## config.mk

```make
export PLATFORM = sky130hd
export DESIGN_NAME = seq_signed_div_flat
export DESIGN_NICKNAME = d
export VERILOG_FILES = /design/src/rtl/seq_signed_div_if.sv /design/src/rtl/seq_signed_div.sv /design/src/flat_wrapper.sv
export SDC_FILE = /design/constraint.sdc
export NUM_CORES = 1
export LEC_CHECK = 0
export ABC_AREA = 1
export CORE_MARGIN = 4
export CORE_UTILIZATION = 44
export CTS_CLUSTER_SIZE = 30
export DETAILED_ROUTE_END_ITERATION = 8
export PLACE_DENSITY = 0.75
export SLEW_MARGIN = 20
export SYNTH_ARGS = -nofsm -noshare
export SYNTH_HDL_FRONTEND = slang
export SYNTH_SLANG_ARGS = --single-unit
```

## constraint.sdc

```tcl
create_clock -name clk -period 3.7 [get_ports clk]
set_clock_uncertainty 0.05 [all_clocks]
set_input_delay 0.37 -clock clk [delete_from_list [all_inputs] [get_ports clk]]
set_output_delay 0.37 -clock clk [all_outputs]
set_load 0.02 [all_outputs]
```

## src/rtl/seq_signed_div_if.sv

```systemverilog
// Handshake bundle for the sequential signed divider: operand channel in,
// result channel out, both valid/ready.
interface seq_signed_div_if #(
   parameter int DW = 8,
   parameter int VW = 4
);
   logic          in_valid;
   logic          in_ready;
   logic [DW-1:0] dividend;
   logic [VW-1:0] divisor;
   logic          out_valid;
   logic          out_ready;
   logic [DW-1:0] quotient;
   logic [VW-1:0] remainder;
   logic          div_zero;
   logic          ovf;

   modport master (
      output in_valid, dividend, divisor, out_ready,
      input  in_ready, out_valid, quotient, remainder, div_zero, ovf
   );

   modport slave (
      input  in_valid, dividend, divisor, out_ready,
      output in_ready, out_valid, quotient, remainder, div_zero, ovf
   );
endinterface

```

## src/rtl/seq_signed_div.sv

```systemverilog
// Multi-cycle signed divider: restoring division on magnitudes, one quotient
// bit per clock MSB first, then a sign fix-up into the registered result.
module seq_signed_div #(
   parameter int DW = 8,
   parameter int VW = 4
) (
   input  logic            clk,
   input  logic            rst_n,
   seq_signed_div_if.slave bus
);
   localparam int CW = (DW > 1) ? $clog2(DW) : 1;

   typedef enum logic [1:0] {IDLE, CALC, DONE} state_t;

   state_t        state, state_nxt;
   logic [CW-1:0] cnt;
   logic [DW-1:0] dq;        // dividend bits shift out the top, quotient bits shift in
   logic [VW-1:0] div_mag;
   logic [VW:0]   prem;
   logic          neg_q, neg_r, ovf_r;

   logic          accept, div_is_zero, last_step, q_bit;
   logic [DW:0]   dvd_abs;
   logic [VW:0]   div_abs, shifted, prem_nxt;

   // NOTE: every output of a combinational block gets a default first, so no path can infer a latch.
   always_comb begin
      state_nxt    = state;
      bus.in_ready  = 1'b0;
      bus.out_valid = 1'b0;
      case (state)
         IDLE: begin
            bus.in_ready = 1'b1;
            if (bus.in_valid) state_nxt = div_is_zero ? DONE : CALC;
         end
         CALC: if (last_step) state_nxt = DONE;
         DONE: begin
            bus.out_valid = 1'b1;
            if (bus.out_ready) state_nxt = IDLE;
         end
         default: state_nxt = IDLE;
      endcase
   end

   always_comb begin
      accept      = bus.in_valid && (state == IDLE);
      div_is_zero = (bus.divisor == '0);
      last_step   = (cnt == CW'(DW - 1));
      // One extra bit so that the most negative operand has a representable magnitude.
      dvd_abs = bus.dividend[DW-1] ? -{bus.dividend[DW-1], bus.dividend}
                                   :  {bus.dividend[DW-1], bus.dividend};
      div_abs = bus.divisor[VW-1]  ? -{bus.divisor[VW-1], bus.divisor}
                                   :  {bus.divisor[VW-1], bus.divisor};
      shifted  = {prem[VW-1:0], dq[DW-1]};
      q_bit    = (shifted >= {1'b0, div_mag});
      prem_nxt = q_bit ? (shifted - {1'b0, div_mag}) : shifted;
   end

   // NOTE: sequential state uses non-blocking assignments so every register samples pre-edge values.
   always_ff @(posedge clk or negedge rst_n) begin
      if (!rst_n) state <= IDLE;
      else        state <= state_nxt;
   end

   always_ff @(posedge clk or negedge rst_n) begin
      if (!rst_n) begin
         cnt           <= '0;
         dq            <= '0;
         div_mag       <= '0;
         prem          <= '0;
         neg_q         <= 1'b0;
         neg_r         <= 1'b0;
         ovf_r         <= 1'b0;
         bus.quotient  <= '0;
         bus.remainder <= '0;
         bus.div_zero  <= 1'b0;
         bus.ovf       <= 1'b0;
      end else begin
         case (state)
            IDLE: if (accept) begin
               if (div_is_zero) begin
                  bus.quotient  <= '0;
                  bus.remainder <= '0;
                  bus.div_zero  <= 1'b1;
                  bus.ovf       <= 1'b0;
               end else begin
                  dq      <= dvd_abs[DW-1:0];
                  div_mag <= div_abs[VW-1:0];
                  prem    <= '0;
                  cnt     <= '0;
                  neg_q   <= bus.dividend[DW-1] ^ bus.divisor[VW-1];
                  neg_r   <= bus.dividend[DW-1];
                  ovf_r   <= (bus.dividend == {1'b1, {(DW-1){1'b0}}}) && (bus.divisor == '1);
               end
            end
            CALC: begin
               dq   <= {dq[DW-2:0], q_bit};
               prem <= prem_nxt;
               cnt  <= cnt + 1'b1;
               if (last_step) begin
                  cnt           <= '0;
                  bus.quotient  <= neg_q ? -{dq[DW-2:0], q_bit} : {dq[DW-2:0], q_bit};
                  bus.remainder <= neg_r ? -prem_nxt[VW-1:0] : prem_nxt[VW-1:0];
                  bus.div_zero  <= 1'b0;
                  bus.ovf       <= ovf_r;
               end
            end
            default: ;
         endcase
      end
   end
endmodule
```

## src/flat_wrapper.sv

```systemverilog
// flat-port wrapper written by rule: the top's interface ports become plain ports
module seq_signed_div_flat 
#(
   parameter int DW = 8,
   parameter int VW = 4
)
  (clk, rst_n, bus_in_valid, bus_dividend, bus_divisor, bus_out_ready, bus_in_ready, bus_out_valid, bus_quotient, bus_remainder, bus_div_zero, bus_ovf);
  seq_signed_div_if #(.DW(DW), .VW(VW)) bus_i ();
  input  logic clk;
  input  logic rst_n;
  input wire logic [$bits(bus_i.in_valid)-1:0] bus_in_valid;
  input wire logic [$bits(bus_i.dividend)-1:0] bus_dividend;
  input wire logic [$bits(bus_i.divisor)-1:0] bus_divisor;
  input wire logic [$bits(bus_i.out_ready)-1:0] bus_out_ready;
  output wire logic [$bits(bus_i.in_ready)-1:0] bus_in_ready;
  output wire logic [$bits(bus_i.out_valid)-1:0] bus_out_valid;
  output wire logic [$bits(bus_i.quotient)-1:0] bus_quotient;
  output wire logic [$bits(bus_i.remainder)-1:0] bus_remainder;
  output wire logic [$bits(bus_i.div_zero)-1:0] bus_div_zero;
  output wire logic [$bits(bus_i.ovf)-1:0] bus_ovf;
  assign bus_i.in_valid = bus_in_valid;
  assign bus_i.dividend = bus_dividend;
  assign bus_i.divisor = bus_divisor;
  assign bus_i.out_ready = bus_out_ready;
  assign bus_in_ready = bus_i.in_ready;
  assign bus_out_valid = bus_i.out_valid;
  assign bus_quotient = bus_i.quotient;
  assign bus_remainder = bus_i.remainder;
  assign bus_div_zero = bus_i.div_zero;
  assign bus_ovf = bus_i.ovf;
  seq_signed_div #(.DW(DW), .VW(VW)) u_core (.clk(clk), .rst_n(rst_n), .bus(bus_i));
endmodule
```

==> results of run 1 <==
==> final timing paths <==
kind,slack (ps),end,start,cells past startpoint
setup / recovery,1380,u_core.bus.quotient[6],u_core.prem[1],11
hold / removal,130,u_core.bus.quotient[7],rst_n,1
setup reg to reg,1380,u_core.bus.quotient[6],u_core.prem[1],11
hold reg to reg,430,u_core.bus.remainder[3],u_core.bus.remainder[3],2
max in group asynchronous,2940,u_core.neg_r,rst_n,1
min in group clk,430,u_core.bus.remainder[3],u_core.bus.remainder[3],2
==> power by group <==
part | switching (mW) | total (mW) | internal [mW]
logic | 0.788 | 1.24 | 0.454
clock network | 0.143 | 0.345 | 0.202
registers | 0.112 | 0.658 | 0.545
==> area by class of cell <==
type | instances | share of cell area [%]
Sequential cell | 38 | 35.6
Tap cell | 67 | 3.14
Inverter | 38 | 5.34
Clock inverter | 1 | 1.12
Clock buffer | 7 | 2.86
Multi-Input combinational cell | 179 | 40.2
Timing Repair Buffer | 32 | 11.7
==> registers in the layout (all words and copies together), names as in the netlist <==
signal	count
u_core.prem	4
u_core.state	2
u_core.neg_r	1
u_core.neg_q	1
u_core.bus.ovf	1
u_core.cnt	3
u_core.bus.quotient	8
u_core.div_mag	4
u_core.bus.div_zero	1
u_core.dq	8
u_core.bus.remainder	4
u_core.ovf_r	1
==> layer usage <==
layer	GRT usage (%)	wire length [um]	vias to the layer above
met2	24.5	2020	59
li1	-	-	931
met3	3.51	328	4
met5	0	0	-
met1	22.4	2220	853
met4	6.70	44	0
==> critical path: cells and delay by family (launching register included) <==
| family | cells | cell delay [ps] |
|---|---|---|
| DFF | 1 | 410 |
| AOI/OAI and AO/OA | 3 | 540 |
| and+or+nand+nor | 4 | 390 |
| adders and majority gates | 2 | 540 |
| buffers and inverters | 1 | 90 |
| xor gates and xnor gates | 1 | 180 |
==> logic make-up after synthesis <==
| kind of cell | count (synthesis) |
|---|---|
| AO/OA/AOI/OAI | 52 |
| XOR/XNOR | 10 |
| adder cells (fa/ha/maj) | 12 |
| buffers and inverters | 45 |
| flip-flops | 38 |
| AND/OR/NAND/NOR | 105 |
==> synthesized netlist by cell type, types with 3 or more instances <==
library cell / number
nand3_1: 13
o21ai_0: 17
inv_2: 5
nand2_1: 58
ha_1: 11
o31ai_1: 6
nor3_1: 3
inv_1: 32
nor2_1: 16
dfrtp_1: 38
a21oi_1: 5
xor2_1: 10
o221ai_1: 6
o21ai_1: 8
buf_2: 4
nand2_2: 8
==> through the flow <==
step	instance area, um2	setup WS, ps
final	2670	1380
after global routing	2670	1160
after CTS	2670	1380
after detailed placement	2560	1100
after global placement	2560	1200
after floorplan	2210	1610
==> flow_summary_export.csv, run 1 <==
group,metric,value,unit
run_status,status,"completed",
global_routing,antenna_found_initial,0,
final_layout,diodes,0,
synthesis,synth-seq-cells,38,
final_layout,finalNonFillerCells,362,
setup_path,worstSetupStartpointType,"register",
floorplan,die_w,78.9,um
final_layout,final_common_cell,"nand2_1",
sta,max_freq,431,MHz
synthesis,synthCells,262,
setup_path,crit_path_max_fanout,8,
floorplan,initial_utilization,46.2,%
floorplan,rows,25,
drt,drtIter0Drc,84,
cts,numCtsBuffers,5,
synthesis,synth_nets,290,
global_routing,gr-usage-all-layers,16.2,%
power_and_ir_drop,vdd_drop_max,536,uV
final_layout,final_nets,322,
final_layout,final_cell_mix,"58 x nand2_1, 38 x dfrtp_1, 32 x inv_1",
cts,clockBufferDepth,2,
synthesis,yosys.area_share.adder,7.13,%
place,place.gp.congestion,0.847,
drt,vias,1847,
cts,cts_tree,"built",
global_routing,grt_first_pass_wirelength,7870,um
final_layout,drive_gt1_share,10.5,%
setup_path,critPathCaptureType,"register",
drt,wl_per_cell,12.7,um
global_routing,grt_pass1_vias,1706,
synthesis,synth_edf_count,0,
synthesis,synth_top_cell_area_share,43.0,%
synthesis,synth-async-reset-ratio,100,%
synthesis,synthesis.area,2210,um2
cts,clk_latency,290,ps
setup_path,arrival,2450,ps
floorplan,die_area,6220,um2
cts,ctsRootBufferMaster,"clkbuf_8",
cts,cts_setup_buffers,0,
synthesis,synth_top_family_by_area,"simple AND/OR/NAND/NOR gates",
sta,fin_setup_tns,0,ps
cts,clkTransAtPathRegs,70,ps
synthesis,synth_xor_area_share,3.96,%
cts,cts-hold-fix-buffers,0,
synthesis,synth.area.top_cells,"dfrtp_1 43%, nand2_1 9.8%, ha_1 6.2%, inv_1 5.4%, xor2_1 4.0%",
power_and_ir_drop,p_total,2.24,mW
cts,clock_sinks,38,
floorplan,core-area,4790,um2
sta,fin_crit_sh,62.7,%
worst_hold_path,holdCritPathClass,"input port to async pin",
synthesis,synth_cell_types,33,
setup_path,worstPathRequired,3830,ps
final_layout,fillCellCount,463,
place,hpwl,3510,um
floorplan,die_y,78.9,um
drt,routed_wirelength,4610,um
cts,cts.htree.levels,2,
place,dp.cells,354,
final_layout,fin_util,55.8,%
setup_path,critPathKind,"register to register",
flow_run,cap_violations,0,
global_routing,overflow,0,
sta,setup_viol,0,
synthesis,synth_compound_area_share,15.8,%
place,port_buffers,31,
sta,min_period,2320,ps
synthesis,yosysSeqAreaShare,43.0,%
synthesis,yosys.area_share.simple,21.7,%
final_layout,register_area,951,um2
drt,antenna_left,0,
setup_path,worstPathCellList,"ha_1 > a21oi_2 > nand2_2 > nand2_4 > nand2_4 > inv_1 > ha_1 > nand3_1 > o31ai_1 > xor2_1 > o21ai_1",
global_routing,grt_max_degree,39,
sta,slew_headroom,44.1,%
sta,rsz0062_at_grt,"false",
setup_path,cpPeakStageDelay,410,ps
synthesis,avgSynthCellArea,8.44,um2
drt,route.detailed.drc,0,
power_and_ir_drop,p_per_area,840,nW/um2
cts,cts_resized,0,
final_layout,area_delta_synth_final,20.8,%
sta,finalHoldViolCount,0,
setup_path,crit_slowest_cell,"dfrtp_1",
floorplan,ios,32,
sta,fin_hold_ws,133,ps
power_and_ir_drop,p_leak,1.27,nW
sta,maxSlewViolCount,0,
synthesis,ys.warnings.count,0,
synthesis,synth_mux_area_share,0,%
drt,dr.pass1.iters,4,
final_layout,multiInputGateArea,1070,um2
synthesis,synth_top_flop_cell,"dfrtp_1",
sta,worst_slew_pin_slew,838,ps
drt,routed_via_density,5.10,
synthesis,synth_top_area_cell,"dfrtp_1",
No activity file was read; power rests on OpenSTA's default activity.
==> run 2: changes to the inputs <==
==> constraint.sdc (replaced) <==
create_clock -name clk -period 2.29 [get_ports clk]
set_clock_uncertainty 0.05 [all_clocks]
set_input_delay 0.229 -clock clk [delete_from_list [all_inputs] [get_ports clk]]
set_output_delay 0.229 -clock clk [all_outputs]
set_load 0.02 [all_outputs]
==> run 2 against run 1 <==
- the flow now finishes with violations (hold timing)
- non-clock buffer count up 5
- register-to-register slack worse by 1200 ps
- maximum frequency up 10%
- highest routed layer unchanged
==> flow_summary_export.csv, run 2 (synthesized netlist as in run 1, its figures left out) <==
group,metric,value,unit
final_layout,area_delta_synth_final,24.3,%
final_layout,finalNonFillerCells,367,
place,port_buffers,31,
setup_path,crit_slowest_cell,"dfrtp_1",
cts,cts.htree.levels,2,
global_routing,overflow,0,
drt,dr.pass1.iters,4,
setup_path,reg2reg_from,"u_core.div_mag[2]",
run_status,violations,"hold timing",
drt,antenna_left,0,
floorplan,rows,25,
floorplan,die_w,78.9,um
final_layout,fin_util,57.4,%
power_and_ir_drop,p_per_area,1370,nW/um2
sta,maxSlewViolCount,0,
setup_path,crit_family,"compound AO/OA/AOI/OAI gates",
drt,routed_via_density,5.00,
power_and_ir_drop,p_total,3.76,mW
worst_hold_path,holdCritPathClass,"input port to async pin",
place,hpwl,3580,um
setup_path,critPathCaptureType,"register",
setup_path,arrival,2250,ps
power_and_ir_drop,vdd_drop_max,854,uV
place,dp.cells,358,
setup_path,startpoint,"u_core.div_mag[2]",
floorplan,initial_utilization,46.2,%
drt,vias,1834,
sta,setup_viol,0,
sta,min_period,2100,ps
setup_path,cpPeakStageDelay,390,ps
final_layout,multiInputGateArea,1110,um2
sta,fin_setup_tns,0,ps
final_layout,postLayoutCellArea,2750,um2
cts,clk_latency,300,ps
sta,slew_headroom,43.5,%
floorplan,die_y,78.9,um
global_routing,antenna_found_initial,0,
drt,route.detailed.drc,0,
run_status,status,"finished, violations left",
sta,fin_ws,186,ps
setup_path,worstPathRequired,2430,ps
final_layout,diodes,0,
drt,drtIter0Drc,84,
global_routing,gr-usage-all-layers,17.3,%
place,place.gp.congestion,0.876,
final_layout,reg.largest.list,"u_core.bus.quotient (8), u_core.dq (8)",
setup_path,cp_num_buf_inv,2,
setup_path,worstPathCellList,"inv_1 > ha_4 > a21oi_2 > nand2_2 > nand2_4 > nand2_4 > inv_2 > ha_4 > nand3_2 > o31ai_2 > xor2_1 > o21ai_1",
floorplan,core-area,4790,um2
place,dpl_cell_area,2610,um2
final_layout,final_nets,327,
sta,finalHoldViolCount,26,
drt,wl_per_cell,13.3,um
final_layout,final_common_cell,"nand2_1",
flow_run,cap_violations,0,
sta,fin_hold_ws,-20.3,ps
drt,routed_wirelength,4880,um
global_routing,grt_max_degree,39,
cts,ctsRootBufferMaster,"clkbuf_8",
final_layout,final_cell_mix,"58 x nand2_1, 38 x dfrtp_1, 30 x inv_1, 30 x clkdlybuf4s50_1, 17 x o21ai_0",
cts,clockBufferDepth,2,
floorplan,ios,32,
cts,clkTransAtPathRegs,80,ps
setup_path,critPathKind,"register to register",
sta,max_freq,475,MHz
sta,fin_crit_sh,91.9,%
power_and_ir_drop,p_leak,1.29,nW
sta,rsz0062_at_grt,"false",
cts,numCtsBuffers,5,
place,pre_cts_ws,90.6,ps
final_layout,register_area,951,um2
global_routing,grt_first_pass_wirelength,8360,um
cts,clock_sinks,38,
final_layout,fillCellCount,461,
setup_path,crit_path_max_fanout,4,
global_routing,grt_pass1_vias,1833,
floorplan,die_area,6220,um2
sta,worst_slew_pin_slew,848,ps
final_layout,drive_gt1_share,14.7,%
setup_path,worstSetupStartpointType,"register",
cts,cts_tree,"built",
cts,cts-hold-fix-buffers,0,
[run 2: cell count changes in the layout (fill, tap and decap cells not counted), sizes merged]
cell	previous run	this run
clkbuf	7	6
clkinvlp	0	1
bufinv	1	0
clkinv	1	2
buf	2	7
[run 2: path summary, 6_finish.rpt]
kind / end / slack (ps) / cells past startpoint
min in group clk: u_core.bus.remainder[2] / 430 / 2
max: u_core.bus.quotient[6] / 190 / 12
min reg2reg: u_core.bus.remainder[2] / 430 / 2
max in group asynchronous: u_core.prem[0] / 1670 / 1
min: u_core.bus.quotient[7] / -20 / 1
max reg2reg: u_core.bus.quotient[6] / 190 / 12
[run 2: final cells by class]
class	count	area share (%)
inverters	38	5.19
clock inverters	2	0.455
repair buffers	37	13.3
well taps	67	3.05
clock buffers	6	3.00
flip-flops and latches	38	34.6
multi-input cells	179	40.4
[run 2: what timing repair did]
item | in CTS | in global routing
endpoints found under the setup margin | 0 | 3
resized for setup | 0 | 8
buffers inserted | 0 | 1
[run 2: power by group]
group | internal [mW] | switching (mW) | leakage, nW
logic | 0.868 | 1.33 | 0.755
clock network | 0.242 | 0.249 | 0.0472
registers | 0.881 | 0.190 | 0.492
total | 1.99 | 1.77 | 1.29
[run 2: metal layers]
| layer | share of wire [%] | wire (um) | GRT usage (%) |
|---|---|---|---|
| met5 | 0 | 0 | 0 |
| met2 | 47 | 2270 | 27.7 |
| met4 | 1.5 | 75 | 6.19 |
| met3 | 4.5 | 218 | 4.42 |
| met1 | 47 | 2310 | 22.9 |
